File: config.mk
export PLATFORM = sky130hd
export DESIGN_NAME = shift_rows_pipe_flat
export DESIGN_NICKNAME = d
export VERILOG_FILES = /design/src/rtl/aes_pkg.sv /design/src/rtl/shift_rows_pipe_if.sv /design/src/rtl/shift_rows_comb.sv /design/src/rtl/shift_rows_pipe.sv /design/src/flat_wrapper.sv
export SDC_FILE = /design/constraint.sdc
export NUM_CORES = 1
export LEC_CHECK = 0
export CAP_MARGIN = 10
export CORE_MARGIN = 3
export CORE_UTILIZATION = 55
export CTS_CLUSTER_SIZE = 20
export DETAILED_ROUTE_END_ITERATION = 16
export PLACE_DENSITY = 0.86
export REMOVE_ABC_BUFFERS = 1
export SLEW_MARGIN = 15
export SYNTH_ARGS = -nofsm -noshare
export SYNTH_HDL_FRONTEND = slang
export SYNTH_SLANG_ARGS = --single-unit
File: constraint.sdc
create_clock -name clk -period 3.55 [get_ports clk]
set_input_delay 0.355 -clock clk [delete_from_list [all_inputs] [get_ports clk]]
set_output_delay 0.355 -clock clk [all_outputs]
set_load 0.05 [all_outputs]
File: src/rtl/aes_pkg.sv
// Shared Rijndael helpers: legal block widths, ShiftRows row offsets and the
// byte position of (row, column) within a packed state.
package aes_pkg;

    function automatic bit nb_legal(input int nb);
        return (nb == 4) || (nb == 6) || (nb == 8);
    endfunction

    // Rows 2 and 3 move one step further for 256-bit blocks.
    function automatic int shift_off(input int nb, input int r);
        if (r == 0)
            return 0;
        else if ((nb == 8) && (r >= 2))
            return r + 1;
        else
            return r;
    endfunction

    function automatic int byte_idx(input int r, input int c);
        return 4 * c + r;
    endfunction

endpackage

File: src/rtl/shift_rows_pipe_if.sv
// Beat interface for the ShiftRows pipe: input handshake with mode/tag/state,
// output handshake with rotated state/tag, plus the buffer occupancy.
interface shift_rows_pipe_if #(
    parameter int NB    = 4,
    parameter int TAG_W = 4
);
    logic              in_valid;
    logic              in_ready;
    logic              in_inv;
    logic [TAG_W-1:0]  in_tag;
    logic [32*NB-1:0]  in_state;
    logic              out_valid;
    logic              out_ready;
    logic [32*NB-1:0]  out_state;
    logic [TAG_W-1:0]  out_tag;
    logic [1:0]        occupancy;

    modport slave (
        input  in_valid, in_inv, in_tag, in_state, out_ready,
        output in_ready, out_valid, out_state, out_tag, occupancy
    );

    modport master (
        output in_valid, in_inv, in_tag, in_state, out_ready,
        input  in_ready, out_valid, out_state, out_tag, occupancy
    );
endinterface

File: src/rtl/shift_rows_comb.sv
// Pure combinational ShiftRows / InvShiftRows byte permutation for NB columns.
module shift_rows_comb
    import aes_pkg::*;
#(
    parameter int NB = 4
) (
    input  logic             inv,
    input  logic [32*NB-1:0] din,
    output logic [32*NB-1:0] dout
);

    for (genvar r = 0; r < 4; r++) begin : g_row
        for (genvar c = 0; c < NB; c++) begin : g_col
            localparam int OFF = shift_off(NB, r);
            localparam int FC  = (c + OFF) % NB;
            localparam int IC  = (c + NB - OFF) % NB;
            assign dout[8*byte_idx(r, c) +: 8] = inv ? din[8*byte_idx(r, IC) +: 8]
                                                     : din[8*byte_idx(r, FC) +: 8];
        end
    end

endmodule

File: src/rtl/shift_rows_pipe.sv
// ShiftRows/InvShiftRows stage with a 2-entry output buffer; in_ready depends
// only on the registered count so out_ready never reaches in_ready combinationally.
module shift_rows_pipe
    import aes_pkg::*;
#(
    parameter int NB    = 4,
    parameter int TAG_W = 4
) (
    input  logic              clk,
    input  logic              rst_n,
    input  logic              flush,
    shift_rows_pipe_if.slave  bus
);

    localparam int W = 32 * NB;

    if (!nb_legal(NB)) begin : g_bad_nb
        $error("shift_rows_pipe: NB must be 4, 6 or 8");
    end

    logic [W-1:0]     xf_state;
    logic [W-1:0]     mem_state [2];
    logic [TAG_W-1:0] mem_tag   [2];
    logic             wr_ptr;
    logic             rd_ptr;
    logic [1:0]       count;
    logic             push;
    logic             pop;

    shift_rows_comb #(.NB(NB)) u_comb (
        .inv  (bus.in_inv),
        .din  (bus.in_state),
        .dout (xf_state)
    );

    assign bus.in_ready  = (count != 2'd2);
    assign bus.out_valid = (count != 2'd0);
    assign bus.occupancy = count;
    assign bus.out_state = mem_state[rd_ptr];
    assign bus.out_tag   = mem_tag[rd_ptr];

    assign push = bus.in_valid & bus.in_ready;
    assign pop  = bus.out_valid & bus.out_ready;

    always_ff @(posedge clk or negedge rst_n) begin
        if (!rst_n) begin
            mem_state[0] <= '0;
            mem_state[1] <= '0;
            mem_tag[0]   <= '0;
            mem_tag[1]   <= '0;
            wr_ptr       <= 1'b0;
            rd_ptr       <= 1'b0;
            count        <= 2'd0;
        end else if (flush) begin
            // Storage is left as is; only the pointers and count matter once empty.
            wr_ptr <= 1'b0;
            rd_ptr <= 1'b0;
            count  <= 2'd0;
        end else begin
            if (push) begin
                mem_state[wr_ptr] <= xf_state;
                mem_tag[wr_ptr]   <= bus.in_tag;
                wr_ptr            <= ~wr_ptr;
            end
            if (pop)
                rd_ptr <= ~rd_ptr;
            case ({push, pop})
                2'b10:   count <= count + 2'd1;
                2'b01:   count <= count - 2'd1;
                default: count <= count;
            endcase
        end
    end

endmodule

File: src/flat_wrapper.sv
// flat-port wrapper written by rule: the top's interface ports become plain ports
module shift_rows_pipe_flat import aes_pkg::*;
#(
    parameter int NB    = 4,
    parameter int TAG_W = 4
)
  (clk, rst_n, flush, bus_in_valid, bus_in_inv, bus_in_tag, bus_in_state, bus_out_ready, bus_in_ready, bus_out_valid, bus_out_state, bus_out_tag, bus_occupancy);
  shift_rows_pipe_if #(.NB(NB), .TAG_W(TAG_W)) bus_i ();
  input  logic clk;
  input  logic rst_n;
  input  logic flush;
  input wire logic [$bits(bus_i.in_valid)-1:0] bus_in_valid;
  input wire logic [$bits(bus_i.in_inv)-1:0] bus_in_inv;
  input wire logic [$bits(bus_i.in_tag)-1:0] bus_in_tag;
  input wire logic [$bits(bus_i.in_state)-1:0] bus_in_state;
  input wire logic [$bits(bus_i.out_ready)-1:0] bus_out_ready;
  output wire logic [$bits(bus_i.in_ready)-1:0] bus_in_ready;
  output wire logic [$bits(bus_i.out_valid)-1:0] bus_out_valid;
  output wire logic [$bits(bus_i.out_state)-1:0] bus_out_state;
  output wire logic [$bits(bus_i.out_tag)-1:0] bus_out_tag;
  output wire logic [$bits(bus_i.occupancy)-1:0] bus_occupancy;
  assign bus_i.in_valid = bus_in_valid;
  assign bus_i.in_inv = bus_in_inv;
  assign bus_i.in_tag = bus_in_tag;
  assign bus_i.in_state = bus_in_state;
  assign bus_i.out_ready = bus_out_ready;
  assign bus_in_ready = bus_i.in_ready;
  assign bus_out_valid = bus_i.out_valid;
  assign bus_out_state = bus_i.out_state;
  assign bus_out_tag = bus_i.out_tag;
  assign bus_occupancy = bus_i.occupancy;
  shift_rows_pipe #(.NB(NB), .TAG_W(TAG_W)) u_core (.clk(clk), .rst_n(rst_n), .flush(flush), .bus(bus_i));
endmodule
## Word-level counts from Yosys, hierarchy flattened

Cells that the tools add are included.

- Register bits: 268
- Bits of input ports: 138

- Add/sub/neg operators: 2
- Magnitude comparators: 3
- Equal/unequal tests: 3
- Multiplexer cells: 26
- Bitwise logic cells: 7
- Reductions and logical operators: 6

Operators with widths:

| kind | count |
|---|---|
| two-way mux 128 bit | 4 |
| bitwise mux 256 bit | 1 |
| demux 128 bit (select 1 bit) | 1 |
| two-way mux 8 bit | 8 |
| two-way mux 4 bit | 4 |
| bitwise mux 8 bit | 1 |
| nonzero test 2 bit | 3 |
| demux 4 bit (select 1 bit) | 1 |
| >= comparator 2 bit (second input constant) | 2 |
| two-way mux 1 bit | 4 |
| NOT 1 -> 2 bit | 2 |
| one-hot mux 2 bit (2 select lines) | 1 |
| NOT 1 bit | 3 |
| nonzero test 3 bit | 1 |
| adder 2 x 1 -> 2 bit (second input constant) | 1 |
| AND 1 bit | 2 |
| == test 2 x 1 -> 1 bit (second input constant) | 1 |
| == test 2 bit (second input constant) | 1 |
| less-than comparator 2 x 1 -> 1 bit (second input constant) | 1 |
| two-way mux 2 bit | 1 |
| inequality test 2 bit (second input constant) | 1 |
| AND reduction 2 bit | 1 |
| subtractor 2 x 1 -> 2 bit (second input constant) | 1 |
| logical AND 1 bit | 1 |

## Logic depth before layout (Yosys ltp)

Gate-level depths: netlist (run 1).

- Depth in word-level cells: 6
- Gate-level depth with buffers: 6
- Depth with buffers taken out: 4

## By module

A second synthesis (run 1) with hierarchy kept.

- Cells, all modules: 863
- Area, all modules: 13,097.6 um2

Modules (own cells, without submodules):

| module | times used | cells an instance | area an instance (um2) | seq. area each (um2) |
|---|---|---|---|---|
| shift_rows_pipe | 1 | 728 | 11,539.8 | 6,706.4 |
| shift_rows_comb | 1 | 135 | 1,557.7 | 0.0 |

## Least setup slack after synthesis (run 1)

OpenSTA, ideal clock, no wires.

- Path type: register to register
- From: reg u_core.count[1] (netlist: u_core.bus.occupancy[1])
- To: reg u_core.mem_state[17] (netlist name)
- Library setup time: 125 ps
- Arrival time: 2,178 ps
- Data required time: 3,425 ps
- Path slack: 1,247 ps
- Cell stages (with the launch flop): 7
- Period minus slack after synthesis: 2,303 ps
- Path through: dfrtp_1 > nor2b_2 > inv_1 > nand4b_1 > buf_2 > buf_4 > mux2_2

- Cells in the longest elaborated chain, start to end: 3

Ends and longest elaborated chain:

| item | line | text |
|---|---|---|
| from (decl) | shift_rows_pipe.sv:26 | `logic [1:0] count;` |
| from (signal assigned) | shift_rows_pipe.sv:68 | `2'b10: count <= count + 2'd1;` |
| from (signal assigned) | shift_rows_pipe.sv:69 | `2'b01: count <= count - 2'd1;` |
| from (signal assigned) | shift_rows_pipe.sv:70 | `default: count <= count;` |
| inequality test 2 bit | shift_rows_pipe.sv:36 | `assign bus.in_ready = (count != 2'd2);` |
| named net bus_in_ready | flat_wrapper.sv:17 | `output wire logic [$bits(bus_i.in_ready)-1:0] bus_in_ready;` |
| AND 1 bit | shift_rows_pipe.sv:42 | `assign push = bus.in_valid & bus.in_ready;` |
| AND reduction 2 bit (no line) | -- |  |
| to (signal, indexed assignment) | shift_rows_pipe.sv:61 | `mem_state[wr_ptr] <= xf_state;` |
| to (decl) | shift_rows_pipe.sv:22 | `logic [W-1:0] mem_state [2];` |

The timed path passes the listed nets, and every way through them passes these cells.
A chain may end at the register's enable or synchronous reset.

## Final worst setup path (run 1)

- From: reg u_core.rd_ptr
- To: out bus_out_state[14]

- Cells in the longest elaborated chain, start to end: 4

Ends and longest elaborated chain:

| item | line | text |
|---|---|---|
| from (decl) | shift_rows_pipe.sv:25 | `logic rd_ptr;` |
| from (signal assigned) | shift_rows_pipe.sv:66 | `rd_ptr <= ~rd_ptr;` |
| NOT 1 -> 2 bit (implied by the code) | shift_rows_pipe.sv:39 | `assign bus.out_state = mem_state[rd_ptr];` |
| two-way mux 128 bit (implied by the code) (3 in series) | shift_rows_pipe.sv:39 |  |
| to (decl) | flat_wrapper.sv:19 | `output wire logic [$bits(bus_i.out_state)-1:0] bus_out_state;` |

No other way between the ends. The select of a mux whose other input is x is not followed.

==> summary.md, run 1 <==
| Metric | Value |
|---|---|
| WL per Instance | 19.6 um |
| Skew final | 9.41 ps |
| Fin crit share | 86.3% |
| Final WL | 26.7 mm |
| Main area contributors after synthesis | dfrtp_1 (55%), mux2_2 (36%), mux2_1 (6.0%) |
| DR vias/cell | 5.45 |
| First-pass GRT wire length | 42.9 mm |
| Power consumption | 11300 uW |
| # DRC | 0 |
| Worst-Margin Slew | 836 ps |
| Synthesized cell area | 0.0123 sq mm |
| F_max | 326 MHz |
| Num rows | 54 |
| CP Class | flip-flop to output port |
| Max Cap Viol | 0 |
| GP Congestion | 0.761 |
| Routed vias | 7438 |
| Post-CTS setup buffer count | 0 |
| Largest net degree at the start of global routing | 99 |
| Seq/Total Area, Yosys | 54.6% |
| Synth warn | 0 |
| Post-synth EDFFs | 0 |
| Status | complete, no violations |
| Reg2reg setup slack | 1510 ps |
| Syn Area/Cell | 15.4 sq um |
| Crit Path Max Fanout | 57 |
| ANT nets after route | 0 |
| Root Driver | clkbuf_16 |
| Commonest cells in the netlist | mux2_2 (395), dfrtp_1 (268), mux2_1 (65), buf_2 (18), buf_4 (17) |
| Post-synthesis cell count | 799 |
| Drt first pass iters | 4 |
| Hpwl dp | 17.4 mm |
| Critical path required time | 3190 ps |
| Worst hold slack | 453 ps |
| Fraction of layout cells with a size suffix above 1 | 42.6% |
| I/O pins | 274 |
| Initial Util | 56.1% |
| Startpoint Class | flip-flop |
| Hold EP | u_core.mem_state[198] |
| Worst skew pair latency | 530 ps |
| Dominant cell by count in the synthesized netlist | mux2_2 |
| IO Port Bufs | 273 |
| Reg2reg end | u_core.mem_state[57] |
| Post-route minimum period | 3060 ps |
| Vias in the first global route | 8067 |
| CTS H-tree lvls | 1 |
| Post-layout nets | 1202 |
| Slowest stage cell on the critical path | clkdlybuf4s50_1 |
| Final setup violation count | 0 |
| Die Ht | 155 um |
| Type of the tightest min-delay check | primary input to flip-flop |
| Synth unique cells | 21 |
| Leakage | 0.00675 uW |
| CTS Sinks | 268 |
| RSZ-0062 raised after global routing | no |
| Worst hold start | bus_in_state[70] |
| Synthesis-to-layout area growth | 32.8% |
| Core ar. | 0.0219 sq mm |
| Die Area | 0.0242 sq mm |
| Chip Width | 155 um |
| PD cells | 691 mW/mm^2 |
| RR Startpoint | u_core.bus.occupancy[1] |
| Hold path depth | 2 |
| Total gr overflow | 0 |
| Synth area leader | dfrtp_1 |
| Cells along the critical path | buf_12, mux2_2, clkdlybuf4s50_1 |
| DRT iter0 DRCs | 260 |
| Max clock buf depth | 3 |
| Worst-path clk slew | 60 ps |
| All-Layer GR Usage | 21.8% |
| # diodes | 0 |
| Final core area utilization | 74.6% |
| CTS tree | yes |
| CP max stage delay | 710 ps |
| Pins Over Slew Limit | 0 |
| Worst EP arrival | 2710 ps |
| Top cell type's share of synthesized area | 54.6% |
| CP Capture Type | output port |
| FF+latch count, synth | 268 |
| Post-synth ARST share | 100% |
| Initial antenna violation count | 0 |
| Post-synth top flop | dfrtp_1 |
| Final-report hold violation count | 0 |
| Post-CTS sizing | 0 |
| Cells on worst reg2reg path | 5 |
| Relative slew slack | 44.2% |
| VDD IR-drop max | 0.000466 V |
| CTS Buf Count | 28 |
per-stage QoR:
step / cells / instance area [sq um] / setup TNS (ps) / worst slack (ps)
after detailed placement: 1313 / 15300 / 0 / 1050
final: 1366 / 16300 / 0 / 486
after global routing: 1366 / 16300 / 0 / 402
after CTS: 1366 / 16300 / 0 / 465
after global placement: 1313 / 15300 / 0 / 1040
after floorplan: 749 / 12000 / -1179490 / -5550
what timing repair did:
item                                    in CTS  in global routing
hold buffers                                 1                  0
endpoints found under the setup margin       0                  0
endpoints found under the hold margin       94                  0
how the worst max path moves through the flow:
stage	startpoint	slack [ps]	to	cells after the start
3_5_place_dp	u_core.rd_ptr	1050	bus_out_state[14]	3
5_1_grt	u_core.rd_ptr	400	bus_out_state[11]	3
6_report	u_core.rd_ptr	490	bus_out_state[14]	3
2_1_floorplan	u_core.bus.occupancy[1]	-5550	u_core.mem_state[128]	3
3_3_place_gp	u_core.rd_ptr	1040	bus_out_state[14]	3
4_1_cts	u_core.rd_ptr	470	bus_out_state[93]	3
state kept, by name, summed over array words and instances, names as in the netlist:
register / count
u_core.rd_ptr: 1
u_core.mem_tag: 8
u_core.mem_state: 256
u_core.bus.occupancy: 2
u_core.wr_ptr: 1
worst max-delay path, delay by kind of cell (launching register included):
kind	cells	cell delay, ps
muxes	1	410
buffers and inverters	2	1050
DFF	1	660
power by group:
group,internal (uW),switching (uW)
registers,3830,395
logic,1720,2160
clock network,1990,1190
total,7540,3740
per-layer routing:
layer  GRT usage (%)  routed length [um]
met3            6.98                2280
met2            35.6               12700
met4            4.63                 446
met5               0                   0
met1            28.8               11300
cell type report:
class | instances | area (sq um)
clock inverters | 15 | 205
well taps | 280 | 350
clock buffers | 37 | 826
flip-flops and latches | 268 | 6710
multi-input cells | 478 | 5310
inverters | 3 | 11.3
repair buffers | 285 | 2910
fillers | 1408 | 5570
cell families after synthesis:
group | after synthesis | synth area share (%)
xor gates and xnor gates | 1 | 0.0713
AOI/OAI and AO/OA | 9 | 0.428
buffers and inverters | 53 | 2.32
and+or+nand+nor | 8 | 0.448
DFF | 268 | 54.6
muxes | 460 | 42.2
placed cells by master (no fill, tap or decap):
| cell type | n |
|---|---|
| a21o_1 | 1 |
| a21oi_1 | 3 |
| a22oi_1 | 1 |
| buf_12 | 7 |
| buf_2 | 1 |
| buf_4 | 4 |
| buf_8 | 1 |
| bufinv_16 | 5 |
| clkbuf_1 | 1 |
| clkbuf_16 | 29 |
| clkbuf_8 | 7 |
| clkdlybuf4s50_1 | 271 |
| clkinv_2 | 8 |
| clkinvlp_4 | 2 |
| dfrtp_1 | 267 |
| dfrtp_4 | 1 |
| dlygate4sd3_1 | 1 |
| inv_1 | 2 |
| inv_2 | 1 |
| mux2_1 | 65 |
| mux2_2 | 395 |
| nand3b_1 | 1 |
| nand4b_1 | 1 |
| nor2_1 | 3 |
| nor2b_2 | 1 |
| nor4_4 | 1 |
| o211ai_1 | 1 |
| o21ai_0 | 3 |
| or3_1 | 1 |
| xor2_1 | 1 |
Power figures use the tool's default switching activity.
==> run 2: changes to the inputs <==
- MAX_ROUTING_LAYER: unset -> met4
==> run 2 against run 1 <==
  * Combinational power is essentially flat
  * Sequential share of layout area is the same
  * Critical path depth is the same
  * Count of clock-buffer cells in the layout is the same
  * Clock power is essentially flat
  * Non-clock buffer count is the same
  * Hold slack lost 7.2 ps
  * Cell area is the same
  * Wire length shrank 0.10%
  * Global-route usage grew 0.63 points
  * Cell count is the same
  * Power is essentially flat
==> summary.md, run 2 (same netlist as run 1, synthesis figures left out) <==
| Metric | Value |
|---|---|
| Status | complete, no violations |
| I/O pins | 274 |
| # DRC | 0 |
| DRT iter0 DRCs | 240 |
| GP Congestion | 0.771 |
| Cells on worst reg2reg path | 5 |
| CTS H-tree lvls | 1 |
| Largest register FFs | 256 |
| Chip Width | 155 um |
| F_max | 326 MHz |
| CTS Sinks | 268 |
| Synthesis-to-layout area growth | 32.8% |
| Setup WS pre-CTS | 1050 ps |
| Worst-Margin Slew | 842 ps |
| Final-report hold violation count | 0 |
| Initial antenna violation count | 0 |
| CTS tree | yes |
| Worst hold slack | 445 ps |
| Worst-path clk slew | 60 ps |
| Startpoint Class | flip-flop |
| Die Ht | 155 um |
| Pins Over Slew Limit | 0 |
| Type of the tightest min-delay check | primary input to async pin |
| Crit Path Max Fanout | 57 |
| Final worst slack | 482 ps |
| Hpwl dp | 17.4 mm |
| Worst setup path start | u_core.rd_ptr |
| Root Driver | clkbuf_16 |
| IO Port Bufs | 273 |
| Fraction of layout cells with a size suffix above 1 | 42.6% |
| First-pass GRT wire length | 42.8 mm |
| CTS Hold Bufs | 1 |
| Drt first pass iters | 4 |
| Num rows | 54 |
| All-Layer GR Usage | 22.4% |
| Reg2reg setup slack | 1520 ps |
| Die Area | 0.0242 sq mm |
| WL per Instance | 19.5 um |
| Most frequent cells in the layout | mux2_2 (395), clkdlybuf4s50_1 (271), dfrtp_1 (267), mux2_1 (65), clkbuf_16 (29) |
| CP Capture Type | output port |
| Leakage | 0.00675 uW |
| Critical path required time | 3190 ps |
| Layout Cells excl Fill | 1366 |
| Skew final | 9.68 ps |
| Post-CTS setup buffer count | 0 |
| Relative slew slack | 43.9% |
| CP max stage delay | 710 ps |
| Initial Util | 56.1% |
| # fillers | 1408 |
| CP Class | flip-flop to output port |
| Routed vias | 7467 |
| ANT nets after route | 0 |
| Worst EP arrival | 2710 ps |
| Worst skew pair latency | 530 ps |
| # diodes | 0 |
| VDD IR-drop max | 0.000464 V |
| Total gr overflow | 0 |
| Fin crit share | 86.4% |
| Inst Count DP | 1313 |
| Final setup violation count | 0 |
| Post-route minimum period | 3070 ps |
| PD cells | 691 mW/mm^2 |
| Largest Register | u_core.mem_state |
| Cells along the critical path | buf_12, mux2_2, clkdlybuf4s50_1 |
| DR vias/cell | 5.47 |
| Post-CTS sizing | 0 |
| Final WL | 26.7 mm |
| Core ar. | 0.0219 sq mm |
| RSZ-0062 raised after global routing | no |
| Largest net degree at the start of global routing | 99 |
| Reg2reg end | u_core.mem_state[32] |
| Slowest stage cell on the critical path | clkdlybuf4s50_1 |
| Max Cap Viol | 0 |
| Vias in the first global route | 8085 |
| Max clock buf depth | 3 |
| RR Startpoint | u_core.bus.occupancy[1] |
| CTS Buf Count | 28 |
| Leading cell type in the layout, fill and taps excluded | mux2_2 |
| Post-layout nets | 1202 |
-- run 2: cell counts in the layout (fill, tap and decap cells not counted) --
No cell type changed its count.
-- run 2: area by class of cell --
| type | count | area [sq um] | area share, % |
|---|---|---|---|
| multi-input combinational | 478 | 5310 | 32.5 |
| clock buffer | 37 | 826 | 5.06 |
| clock inverter | 15 | 205 | 1.26 |
| tap | 280 | 350 | 2.15 |
| sequential | 268 | 6710 | 41.1 |
| inverter | 3 | 11.3 | 0.0690 |
| timing repair buffer | 285 | 2910 | 17.8 |
-- run 2: worst max path at each step --
| stage | endpoint | slack (ps) | cells after the start |
|---|---|---|---|
| finish | bus_out_state[11] | 480 | 3 |
| global route | bus_out_state[11] | 400 | 3 |
| CTS | bus_out_state[93] | 470 | 3 |
| detailed placement | bus_out_state[14] | 1050 | 3 |
| global placement | bus_out_state[14] | 1040 | 3 |
| floorplan | u_core.mem_state[128] | -5550 | 3 |
-- run 2: power by group --
part           switching [uW]  total (uW)  internal, uW
clock                    1190        3180          1990
sequential                397        4230          3830
combinational            2160        3870          1720
total                    3740       11300          7540
-- run 2: through the flow --
step | cell area [sq um] | power, uW | TNS, ps | util [%]
final | 16300 | 11300 | 0 | 74.6
after global routing | 16300 | 11800 | 0 | 74.6
after CTS | 16300 | 11400 | 0 | 74.6
after detailed placement | 15300 | 8150 | 0 | 69.8
after global placement | 15300 | 8050 | 0 | 69.8
after floorplan | 12000 | 6920 | -1179490 | -
-- run 2: per-layer routing --
metal,up-vias,part of all wire (%),track usage [%]
met5,-,0,-
met4,0,1.7,4.63
met3,31,7.6,6.29
met2,220,47,35.5
met1,3787,43,29.3
li1,3429,-,-
-- run 2: critical path: cells and delay by family (launching register included) --
family	cells	cell delay [ps]
buffers and inverters	2	1060
flip-flops	1	660
multiplexers	1	410
